## src/rtl/seg7_scan_ctrl.sv

```systemverilog
// seg7_scan_ctrl
//   Time-multiplexed scan controller for an N-digit common-bus 7-segment
//   display. One shared nibble (bcd_out) feeds an external hex-to-7seg
//   decoder. The one-hot digit enables step through the digits. Each digit
//   slot starts with a blanking guard (all digits off) so the decoder can
//   settle on the new nibble without ghosting into the previous digit.
//
// Ports
//   clk, rst_n   clock and asynchronous active-low reset
//   enable       1 = scanning, 0 = all digits off (FSM parks in IDLE)
//   lz_suppress  1 = blank leading-zero digits (digit 0 is always shown)
//   load         1-cycle strobe capturing value_in / dp_in into the shadow regs
//   value_in     nibble k is the hex value of digit k (digit 0 = LS digit)
//   dp_in        decimal point per digit
//   load_ack     1-cycle pulse when the shadow value is committed to display
//   bcd_out      nibble of the digit currently being scanned
//   dp_out       decimal point of the digit currently being scanned
//   digit_en     one-hot digit drive, EN_ACTIVE polarity
//   frame_tick   1-cycle pulse on the first cycle of the digit 0 slot
//
// Handshake: load has no ready. Every load strobe is accepted into the
// shadow registers, and a newer load overwrites an uncommitted one. The
// shadow value moves to the display registers only at a frame boundary, or
// while the FSM is idle, so a frame never shows a mix of old and new digits.
// load_ack pulses once per commit, not once per load.
module seg7_scan_ctrl #(
  parameter int NUM_DIGITS   = 4,
  parameter int SLOT_CYCLES  = 12000,
  parameter int BLANK_CYCLES = 16,
  parameter bit EN_ACTIVE    = 1'b1
) (
  input  logic                      clk,
  input  logic                      rst_n,
  input  logic                      enable,
  input  logic                      lz_suppress,
  input  logic                      load,
  input  logic [4*NUM_DIGITS-1:0]   value_in,
  input  logic [NUM_DIGITS-1:0]     dp_in,
  output logic                      load_ack,
  output logic [3:0]                bcd_out,
  output logic                      dp_out,
  output logic [NUM_DIGITS-1:0]     digit_en,
  output logic                      frame_tick
);

  localparam int CNT_W = $clog2(SLOT_CYCLES);
  localparam int IDX_W = $clog2(NUM_DIGITS);
  localparam logic [CNT_W-1:0] BLANK_LAST = CNT_W'(BLANK_CYCLES - 1);
  localparam logic [CNT_W-1:0] SLOT_LAST  = CNT_W'(SLOT_CYCLES - 1);
  localparam logic [IDX_W-1:0] IDX_LAST   = IDX_W'(NUM_DIGITS - 1);
  localparam logic [NUM_DIGITS-1:0] EN_OFF = {NUM_DIGITS{~EN_ACTIVE}};

  typedef enum logic [1:0] {
    ST_IDLE  = 2'd0,
    ST_BLANK = 2'd1,
    ST_SHOW  = 2'd2
  } state_t;

  state_t                    state_q, state_d;
  logic [IDX_W-1:0]          idx_q, idx_d;
  logic [CNT_W-1:0]          cnt_q, cnt_d;
  logic [4*NUM_DIGITS-1:0]   shadow_val_q, shadow_val_d;
  logic [NUM_DIGITS-1:0]     shadow_dp_q, shadow_dp_d;
  logic                      pending_q, pending_d;
  logic [4*NUM_DIGITS-1:0]   disp_val_q, disp_val_d;
  logic [NUM_DIGITS-1:0]     disp_dp_q, disp_dp_d;
  logic [3:0]                bcd_q, bcd_d;
  logic                      dp_q, dp_d;
  logic [NUM_DIGITS-1:0]     en_q, en_d;
  logic                      ack_q, ack_d;
  logic                      tick_q, tick_d;

  logic                      commit;
  logic                      frame_start;
  logic                      run_zero;
  logic [NUM_DIGITS-1:0]     supp;
  logic [NUM_DIGITS-1:0]     onehot;

  // Leading-zero suppression. Walk down from the most significant digit.
  // A digit stays dark while it and every digit above it are zero with no
  // decimal point. Digit 0 is never considered.
  always_comb begin
    run_zero = lz_suppress;
    supp     = '0;
    for (int k = NUM_DIGITS - 1; k >= 1; k--) begin
      run_zero = run_zero & (disp_val_q[k*4 +: 4] == 4'h0) & ~disp_dp_q[k];
      supp[k]  = run_zero;
    end
  end

  always_comb begin
    state_d      = state_q;
    idx_d        = idx_q;
    cnt_d        = cnt_q;
    shadow_val_d = shadow_val_q;
    shadow_dp_d  = shadow_dp_q;
    pending_d    = pending_q;
    disp_val_d   = disp_val_q;
    disp_dp_d    = disp_dp_q;
    commit       = 1'b0;
    frame_start  = 1'b0;
    onehot       = '0;

    case (state_q)
      ST_IDLE: begin
        idx_d  = '0;
        cnt_d  = '0;
        commit = pending_q;
        if (enable) begin
          state_d     = ST_BLANK;
          frame_start = 1'b1;
        end
      end
      ST_BLANK: begin
        if (!enable) begin
          state_d = ST_IDLE;
          idx_d   = '0;
          cnt_d   = '0;
        end else begin
          cnt_d = cnt_q + CNT_W'(1);
          if (cnt_q == BLANK_LAST) state_d = ST_SHOW;
        end
      end
      ST_SHOW: begin
        if (!enable) begin
          state_d = ST_IDLE;
          idx_d   = '0;
          cnt_d   = '0;
        end else if (cnt_q == SLOT_LAST) begin
          state_d = ST_BLANK;
          cnt_d   = '0;
          if (idx_q == IDX_LAST) begin
            idx_d       = '0;
            frame_start = 1'b1;
            commit      = pending_q;
          end else begin
            idx_d = idx_q + IDX_W'(1);
          end
        end else begin
          cnt_d = cnt_q + CNT_W'(1);
        end
      end
      default: begin
        state_d = ST_IDLE;
        idx_d   = '0;
        cnt_d   = '0;
      end
    endcase

    // The commit reads the old shadow. A load on the same cycle lands in
    // the shadow and leaves pending set for the next boundary.
    if (commit) begin
      disp_val_d = shadow_val_q;
      disp_dp_d  = shadow_dp_q;
      pending_d  = 1'b0;
    end
    if (load) begin
      shadow_val_d = value_in;
      shadow_dp_d  = dp_in;
      pending_d    = 1'b1;
    end

    // Outputs are computed for the next cycle's state, so each one changes
    // on the same edge as the state it belongs to.
    bcd_d  = disp_val_d[{idx_d, 2'b00} +: 4];
    dp_d   = disp_dp_d[idx_d];
    ack_d  = commit;
    tick_d = frame_start;
    if (state_d == ST_SHOW && !supp[idx_d]) onehot[idx_d] = 1'b1;
    en_d   = EN_ACTIVE ? onehot : ~onehot;
  end

  always_ff @(posedge clk or negedge rst_n) begin
    if (!rst_n) begin
      state_q      <= ST_IDLE;
      idx_q        <= '0;
      cnt_q        <= '0;
      shadow_val_q <= '0;
      shadow_dp_q  <= '0;
      pending_q    <= 1'b0;
      disp_val_q   <= '0;
      disp_dp_q    <= '0;
      bcd_q        <= 4'h0;
      dp_q         <= 1'b0;
      en_q         <= EN_OFF;
      ack_q        <= 1'b0;
      tick_q       <= 1'b0;
    end else begin
      state_q      <= state_d;
      idx_q        <= idx_d;
      cnt_q        <= cnt_d;
      shadow_val_q <= shadow_val_d;
      shadow_dp_q  <= shadow_dp_d;
      pending_q    <= pending_d;
      disp_val_q   <= disp_val_d;
      disp_dp_q    <= disp_dp_d;
      bcd_q        <= bcd_d;
      dp_q         <= dp_d;
      en_q         <= en_d;
      ack_q        <= ack_d;
      tick_q       <= tick_d;
    end
  end

  assign bcd_out    = bcd_q;
  assign dp_out     = dp_q;
  assign digit_en   = en_q;
  assign load_ack   = ack_q;
  assign frame_tick = tick_q;

endmodule

```

## config.mk

```make
export PLATFORM = sky130hd
export DESIGN_NAME = seg7_scan_ctrl
export DESIGN_NICKNAME = d
export VERILOG_FILES = /design/src/rtl/seg7_scan_ctrl.sv
export SDC_FILE = /design/constraint.sdc
export NUM_CORES = 1
export LEC_CHECK = 0
export CORE_MARGIN = 5
export CORE_UTILIZATION = 49
export CTS_CLUSTER_SIZE = 14
export DETAILED_ROUTE_END_ITERATION = 12
export PLACE_DENSITY = 0.77
export SYNTH_ARGS = -nofsm -noshare
export SYNTH_HDL_FRONTEND = slang
export SYNTH_SLANG_ARGS = --single-unit
```

## constraint.sdc

```tcl
create_clock -name clk -period 7.4 [get_ports clk]
set_input_delay 1.11 -clock clk [delete_from_list [all_inputs] [get_ports clk]]
set_output_delay 1.11 -clock clk [all_outputs]
set_load 0.03 [all_outputs]
```

==> results.toml, run 1 <==
[worst_setup_path]
rr_startpoint = "cnt_q[0]$_DFF_PN0_"
rr_worst_depth = 6
r2r_slack_ns = 3.80
path_cells = "ha_1, and4_1, and4_4, a211o_1, mux2_2, mux2_2"
arrival_ns = 3.82
setup.worst_path.end_class = "flip-flop"
cp-start-kind = "flip-flop"
worstPathMaxFanout = 26
worstPathRequired_ns = 7.62
crit_slowest_cell = "and4_1"
crit_path_frequent_cell = "mux2_2"
crit_type = "flip-flop to flip-flop"
slowest_delay_ns = 0.90
r2r-end = "bcd_out[0]$_DFF_PN0_"

[final_layout]
layout_common_cells = "dfrtp_1 (70), clkdlybuf4s50_1 (34), and3_1 (28), mux2_2 (28), inv_1 (27)"
multi_input_area_sq_um = 1950
num-nets-final = 436
seqCellArea_sq_um = 1750
drive_gt1_share_pct = 13.7
fin_area_sq_um = 4500
final_common_cell = "dfrtp_1"
fillers = 682
area_growth_pct = 13.3
n_antenna_cell = 0

[global_route]
gr-usage-all-layers_pct = 18.6
antenna_found_initial = 0
grt_pass1_wl_microns = 15100
grt_pass1_vias = 3156
overflow = 0
grt_max_degree = 71

[logic_synthesis]
synth_flop_cell = "dfrtp_1"
synth_top_area_share_pct = 44.1
syn_inst = 390
ys_ff_latch = 70
seq_area_frac_synth_pct = 44.1
syn_area_sq_um = 3970
synthArstFlopShare_pct = 100
synth_area_leader_cell = "dfrtp_1"
yosysWarnings = 0
ys_types = 46
synth_edf_count = 0
syn-num-nets = 421
synth_area_leaders = "dfrtp_1 (44%), mux2_2 (7.9%), a41oi_1 (4.8%), a211o_1 (4.6%), and3_1 (4.4%)"
postSynthAreaPerCell_sq_um = 10.2

[placed_design]
place_ws_ns = 3.83
place_hpwl_microns = 5610
dpl_cell_area_sq_um = 4310
portBuffers = 35
globalplace.congestion = 0.802

[sta]
tightest_slew_ns = 1.04
setup_viol = 0
worst_clock_skew_ns = 0.00915
slew_viol_final = 0
fmax_ghz = 0.278
finalCritPeriodShare_pct = 48.6
slew_headroom_pct = 31.0
fin_ws_ns = 3.80
hold_violations = 0
tns_ns = 0
min_period_ns = 3.60
rsz0062_at_grt = "no"

[power_and_ir_drop]
vdd_drop_max_v = 0.000209
p_leak_nw = 2.03
powerDensity_nw_per_um2 = 299

[floorplan]
coreArea_sq_um = 7810
pin_count = 36
fp.dieH_microns = 100
die_w_microns = 100
die_area_sq_um = 10000
rows = 32
initial_core_util_pct = 50.9

[drt]
num_vias = 3157
drc_errors = 0
drt_first_iter_violations = 171
drtPass1Iterations = 4
vias_per_cell = 6.18
routed_wl_microns = 8900
wl_per_cell_microns = 17.4
ant_nets = 0

[clock_tree]
htreeDepth = 3
cts_resized = 0
clk_latency_ns = 0.34
cts_tree = "yes"
clk_pin_slew_ns = 0.07
cts_hold_buf = 0
cts_root_buf = "clkbuf_8"
post_cts_buffers = 0
numCtsBuffers = 9
cts.sinks = 70
cts_buffer_depth = 2

[outcome]
status = "finished clean"

[hold_path]
hold_start = "cnt_q[0]$_DFF_PN0_"
hold_depth = 1
hold_end = "cnt_q[0]$_DFF_PN0_"
hold_path_class = "flip-flop to flip-flop"

[flow_run]
maxCapViolCount = 0
critical path, delay by kind of cell (launching register included):
family / cells / cell delay [ns]
fa+ha+maj: 1 / 0.23
compound gates: 1 / 0.65
mux: 2 / 0.67
simple gates: 2 / 1.52
flops: 1 / 0.39
synthesized netlist by cell type, types with 6 or more instances:
library cell   n
dfrtp_1       70
and3_1        28
mux2_2        28
inv_1         27
nand3_1       25
a41oi_1       22
clkbuf_1      22
a211o_1       21
nand2b_1      21
nor2_1        20
o221ai_1      20
buf_2         10
xnor2_1        7
ha_1           6
nand2_1        6
layer usage:
layer	part of all wire [%]	global-route usage, %	up-vias	routed length [microns]
met3	4.6	4.66	8	408
li1	-	-	1476	-
met1	45	24.4	1597	3980
met4	1.3	5.18	0	113
met5	0	0	-	0
met2	49	30.9	76	4390
registers in the layout (all words and copies together) (netlist names), 2 cells and up:
signal and cells:
disp_dp_q 4, idx_q 2, shadow_dp_q 4, cnt_q 14, shadow_val_q 16, state_q 2
bcd_out 4, digit_en 4, disp_val_q 16
worst max-delay path by stage:
stage | startpoint | to | slack [ns] | cells after the start
2_1_floorplan | enable | bcd_out[0]$_DFF_PN0_ | 4.76 | 7
3_3_place_gp | cnt_q[0]$_DFF_PN0_ | bcd_out[2]$_DFF_PN0_ | 3.97 | 6
3_5_place_dp | cnt_q[0]$_DFF_PN0_ | bcd_out[1]$_DFF_PN0_ | 3.83 | 6
4_1_cts | cnt_q[0]$_DFF_PN0_ | bcd_out[1]$_DFF_PN0_ | 3.82 | 6
5_1_grt | cnt_q[0]$_DFF_PN0_ | bcd_out[0]$_DFF_PN0_ | 3.63 | 6
6_report | cnt_q[0]$_DFF_PN0_ | bcd_out[0]$_DFF_PN0_ | 3.80 | 6
metrics by stage:
stage	hold WS, ns	utilization, %	std cells	power [W]
3_5_place_dp	0.486	55.2	496	0.00105
4_1_cts	0.495	57.6	511	0.00135
2_1_floorplan	0.455	-	390	0.000918
6_report	0.492	57.6	511	0.00135
5_1_grt	0.525	57.6	511	0.00144
3_3_place_gp	0.466	55.2	496	0.00103
power by group:
| part | total [W] | internal [W] | switching (W) |
|---|---|---|---|
| Clock | 0.000297 | 0.000153 | 0.000144 |
| Sequential | 0.000508 | 0.000460 | 0.0000477 |
| Combinational | 0.000541 | 0.000260 | 0.000281 |
area by class of cell:
cell class	count	area share, %
sequential	70	38.9
clock inverter	6	1.42
multi-input combinational	256	43.2
inverter	28	2.34
timing repair buffer	40	8.51
clock buffer	9	2.75
tap	102	2.84
cell families after synthesis:
| logic type | synth area share (%) |
|---|---|
| buffers and inverters | 6.96 |
| AO/OA/AOI/OAI | 16.7 |
| XOR/XNOR | 2.64 |
| AND/OR/NAND/NOR | 17.5 |
| multiplexers | 10.2 |
| flip-flops | 44.1 |
| adder cells (fa/ha/maj) | 1.89 |
No activity file was read; power rests on OpenSTA's default activity.
==> inputs of run 2 (changes only) <==
Settings changed: PLACE_DENSITY 0.77 to 0.79.
Clock period 7.4 ns to 3.29 ns, I/O delays scaled along.
==> run 2 against run 1 <==
Compared with the run above:
- final cell count up 2.2%
- clock power rose to 3.2 times the previous value
- critical path depth up 1
- first-iteration DRC count up 53%
- fmax increased by 33%
- combinational power up 120%
- die area unchanged
- critical path type unchanged
- largest power group unchanged
- highest routed layer unchanged
==> results.toml, run 2 (synthesized netlist as in run 1, its figures left out) <==
[final_layout]
top_regs = "disp_val_q: 16 flops, shadow_val_q: 16 flops, cnt_q: 14 flops"
drive_gt1_share_pct = 16.0
area_growth_pct = 17.5
fillers = 640
final_common_cell = "dfrtp_1"
fin_cells = 522
n_antenna_cell = 0
layout_common_cells = "dfrtp_1 (70), clkdlybuf4s50_1 (34), and3_1 (28), mux2_2 (28), inv_1 (27)"
num-nets-final = 446

[worst_setup_path]
crit_type = "flip-flop to flip-flop"
rr_worst_depth = 7
r2r-end = "bcd_out[2]$_DFF_PN0_"
crit_end = "bcd_out[2]$_DFF_PN0_"
worstPathRequired_ns = 3.51
rr_startpoint = "state_q[0]$_DFF_PN0_"
arrival_ns = 2.93
cp-start-kind = "flip-flop"
critPathLaunch = "state_q[0]$_DFF_PN0_"
worstPathMaxFanout = 32
setup.worst_path.end_class = "flip-flop"
r2r_slack_ns = 0.59

[global_route]
grt_pass1_vias = 3282
grt_max_degree = 46
grt_pass1_wl_microns = 15700
overflow = 0
gr-usage-all-layers_pct = 19.3
antenna_found_initial = 0

[sta]
slew_viol_final = 0
slew_headroom_pct = 16.5
finalCritPeriodShare_pct = 82.2
min_period_ns = 2.70
fmax_ghz = 0.370
rsz0062_at_grt = "no"
fin_ws_ns = 0.586
hold_violations = 0
fin_hold_ws_ns = 0.145
setup_viol = 0
tightest_slew_ns = 1.25
tns_ns = 0
worst_clock_skew_ns = 0.0119

[drt]
drc_errors = 0
drt_first_iter_violations = 261
vias_per_cell = 6.11
ant_nets = 0
drtPass1Iterations = 5
wl_per_cell_microns = 17.4
num_vias = 3189
routed_wl_microns = 9090

[power_and_ir_drop]
powerDensity_nw_per_um2 = 710
finalPower_w = 0.00332
vdd_drop_max_v = 0.000493
p_leak_nw = 2.13

[placed_design]
globalplace.congestion = 0.882
portBuffers = 35
place_hpwl_microns = 6070
dp.cells = 506
place_ws_ns = 0.618

[floorplan]
initial_core_util_pct = 50.9
die_w_microns = 100
die_area_sq_um = 10000
fp.dieH_microns = 100
pin_count = 36
rows = 32
coreArea_sq_um = 7810

[clock_tree]
htreeDepth = 3
cts_resized = 0
clk_latency_ns = 0.35
cts_buffer_depth = 2
post_cts_buffers = 0
cts_root_buf = "clkbuf_8"
cts_tree = "yes"
numCtsBuffers = 9
cts_hold_buf = 0
cts.sinks = 70
clk_pin_slew_ns = 0.08

[hold_path]
hold_path_class = "primary input to asynchronous set/reset pin"

[outcome]
status = "finished clean"

[flow_run]
maxCapViolCount = 0
## run 2: worst min path at each step
stage,startpoint,end,cells past startpoint
after CTS,rst_n,digit_en[3]$_DFF_PN0_,1
after floorplan,rst_n,bcd_out[0]$_DFF_PN0_,0
after detailed placement,cnt_q[0]$_DFF_PN0_,cnt_q[0]$_DFF_PN0_,1
final,rst_n,disp_val_q[12]$_DFF_PN0_,1
after global placement,cnt_q[0]$_DFF_PN0_,cnt_q[0]$_DFF_PN0_,1
after global routing,rst_n,cnt_q[3]$_DFF_PN0_,1
## run 2: cell type report
| type | instances | area [sq um] | share of cell area [%] |
|---|---|---|---|
| multi-input combinational | 256 | 1950 | 41.7 |
| sequential | 70 | 1750 | 37.5 |
| timing repair buffer | 50 | 470 | 10.1 |
| clock buffer | 10 | 138 | 2.95 |
| clock inverter | 6 | 133 | 2.84 |
| tap | 102 | 128 | 2.73 |
| inverter | 28 | 105 | 2.25 |
## run 2: metal layers
layer,track usage (%),vias up,share of wire [%]
met2,30.3,101,49
met1,25.9,1573,44
met4,9.02,0,2.1
li1,-,1496,-
met5,0,-,0
met3,3.75,19,4.9
## run 2: report_power, final
part | internal [W] | leakage (nW) | switching [W]
logic | 0.000606 | 1.16 | 0.000591
clock network | 0.000600 | 0.132 | 0.000339
registers | 0.00103 | 0.832 | 0.000148
total | 0.00224 | 2.13 | 0.00108
## run 2: metrics by stage
| step | instance area, sq um | utilization [%] |
|---|---|---|
| after floorplan | 3970 | - |
| after global placement | 4400 | 56.4 |
| after detailed placement | 4400 | 56.4 |
| after CTS | 4670 | 59.8 |
| after global routing | 4670 | 59.8 |
| final | 4670 | 59.8 |
## run 2: worst max-delay path, stage by stage (launching register included)
cell,delay [ns]
dfrtp_1,0.42
inv_1,0.12
ha_1,0.85
nand2b_1,0.23
o221ai_1,0.12
a211o_1,0.29
mux2_2,0.27
mux2_2,0.26
==> inputs of run 3 (changes only) <==
Clock period 3.29 ns to 2.4 ns, I/O delays scaled along.
==> run 3 against run 2 <==
Compared with the run above:
- the flow now finishes with violations (hold timing)
- global-route usage is 0.95 points higher
- fmax grew 19%
- register-to-register slack got worse by 0.46 ns
==> results.toml, run 3 (synthesized netlist as in run 1, its figures left out) <==
[worst_setup_path]
slowest_delay_ns = 0.41
crit_type = "flip-flop to flip-flop"
crit_slowest_cell = "dfrtp_1"
cp-start-kind = "flip-flop"
path_cells = "ha_1, and4_4, and4_4, buf_12, buf_4, a211o_1, mux2_2, mux2_2"
setup.worst_path.end_class = "flip-flop"
worstPathRequired_ns = 2.63
arrival_ns = 2.51
worstPathMaxFanout = 5

[sta]
fin_ws_ns = 0.121
setup_viol = 0
fmax_ghz = 0.439
slew_headroom_pct = 61.6
min_period_ns = 2.28
tightest_slew_ns = 0.577
tns_ns = 0
finalCritPeriodShare_pct = 94.9
rsz0062_at_grt = "no"
fin_hold_ws_ns = -0.00356
worst_clock_skew_ns = 0.0102
slew_viol_final = 0
hold_violations = 7

[power_and_ir_drop]
powerDensity_nw_per_um2 = 937
p_leak_nw = 2.21
vdd_drop_max_v = 0.000569

[floorplan]
die_area_sq_um = 10000
pin_count = 36
fp.dieH_microns = 100
initial_core_util_pct = 50.9
die_w_microns = 100
rows = 32
coreArea_sq_um = 7810

[final_layout]
fillers = 624
layout_common_cells = "dfrtp_1 (70), clkdlybuf4s50_1 (34), and3_1 (28), mux2_2 (28), inv_1 (27)"
fin_area_sq_um = 4820
num-nets-final = 462
fin_util_pct = 61.8
drive_gt1_share_pct = 19.3
area_growth_pct = 21.3
top_regs = "disp_val_q: 16 flops, shadow_val_q: 16 flops, cnt_q: 14 flops"
final_common_cell = "dfrtp_1"
n_antenna_cell = 0

[placed_design]
globalplace.congestion = 0.916
place_hpwl_microns = 6610
portBuffers = 35
place_ws_ns = 0.0262
dpl_cell_area_sq_um = 4550

[global_route]
grt_pass1_vias = 3402
gr-usage-all-layers_pct = 20.3
overflow = 0
grt_max_degree = 49
antenna_found_initial = 0
grt_pass1_wl_microns = 16400

[flow_run]
maxCapViolCount = 0

[clock_tree]
cts_buffer_depth = 2
cts_tree = "yes"
clk_pin_slew_ns = 0.08
cts_hold_buf = 0
cts_root_buf = "clkbuf_8"
htreeDepth = 3
cts.sinks = 70
clk_latency_ns = 0.35
numCtsBuffers = 9

[drt]
num_vias = 3309
vias_per_cell = 6.15
routed_wl_microns = 9640
drtPass1Iterations = 5
drc_errors = 0
wl_per_cell_microns = 17.9
ant_nets = 0
drt_first_iter_violations = 230

[hold_path]
hold_path_class = "primary input to asynchronous set/reset pin"

[outcome]
violations = "hold timing"
status = "complete, but fails checks"
[run 3: cell type report]
type / instances / area, sq um / area share [%]
inverter: 28 / 105 / 2.18
multi-input combinational: 256 / 1950 / 40.4
clock buffer: 11 / 151 / 3.14
timing repair buffer: 66 / 657 / 13.6
sequential: 70 / 1750 / 36.3
clock inverter: 5 / 81.3 / 1.69
tap: 102 / 128 / 2.65
[run 3: worst paths after layout]
check                                           start                    endpoint  slack [ns]  cells past startpoint
min in group clk           shadow_dp_q[2]$_DFFE_PN0P_  shadow_dp_q[2]$_DFFE_PN0P_        0.54                      1
setup / recovery                   cnt_q[1]$_DFF_PN0_        bcd_out[2]$_DFF_PN0_        0.12                      8
hold / removal                                  rst_n          cnt_q[6]$_DFF_PN0_      -0.004                      1
max in group asynchronous                       rst_n     disp_val_q[7]$_DFF_PN0_        1.75                      2
hold reg to reg            shadow_dp_q[2]$_DFFE_PN0P_  shadow_dp_q[2]$_DFFE_PN0P_        0.54                      1
setup reg to reg                   cnt_q[1]$_DFF_PN0_        bcd_out[2]$_DFF_PN0_        0.12                      8
[run 3: what timing repair did]
item	in CTS	in global routing
endpoints found under the setup margin	0	4
gates resized for setup	0	3
buffers inserted	0	3
[run 3: metal layers]
layer | track usage (%) | part of all wire (%)
met5 | 0 | 0
met4 | 8.91 | 1.9
met3 | 3.20 | 5.6
met2 | 34.2 | 51
met1 | 25.8 | 42
[run 3: power by group]
part	switching, W	internal (W)
combinational	0.000922	0.000917
clock	0.000464	0.000642
sequential	0.000154	0.00142
[run 3: worst max-delay path, delay by kind of cell, from the launching register on]
| family | cells | cell delay [ns] |
|---|---|---|
| adders and majority gates | 1 | 0.24 |
| and+or+nand+nor | 2 | 0.41 |
| AOI/OAI and AO/OA | 1 | 0.29 |
| buffers and inverters | 2 | 0.27 |
| DFF | 1 | 0.41 |
| muxes | 2 | 0.53 |
[run 3: per-stage QoR]
step / cells / hold slack [ns] / power, W
after floorplan: 390 / 0.0644 / 0.00283
after global placement: 519 / 0.387 / 0.00332
after detailed placement: 519 / 0.405 / 0.00342
after CTS: 535 / 0.0187 / 0.00454
after global routing: 538 / 0.0456 / 0.00482
final: 538 / -0.00356 / 0.00452
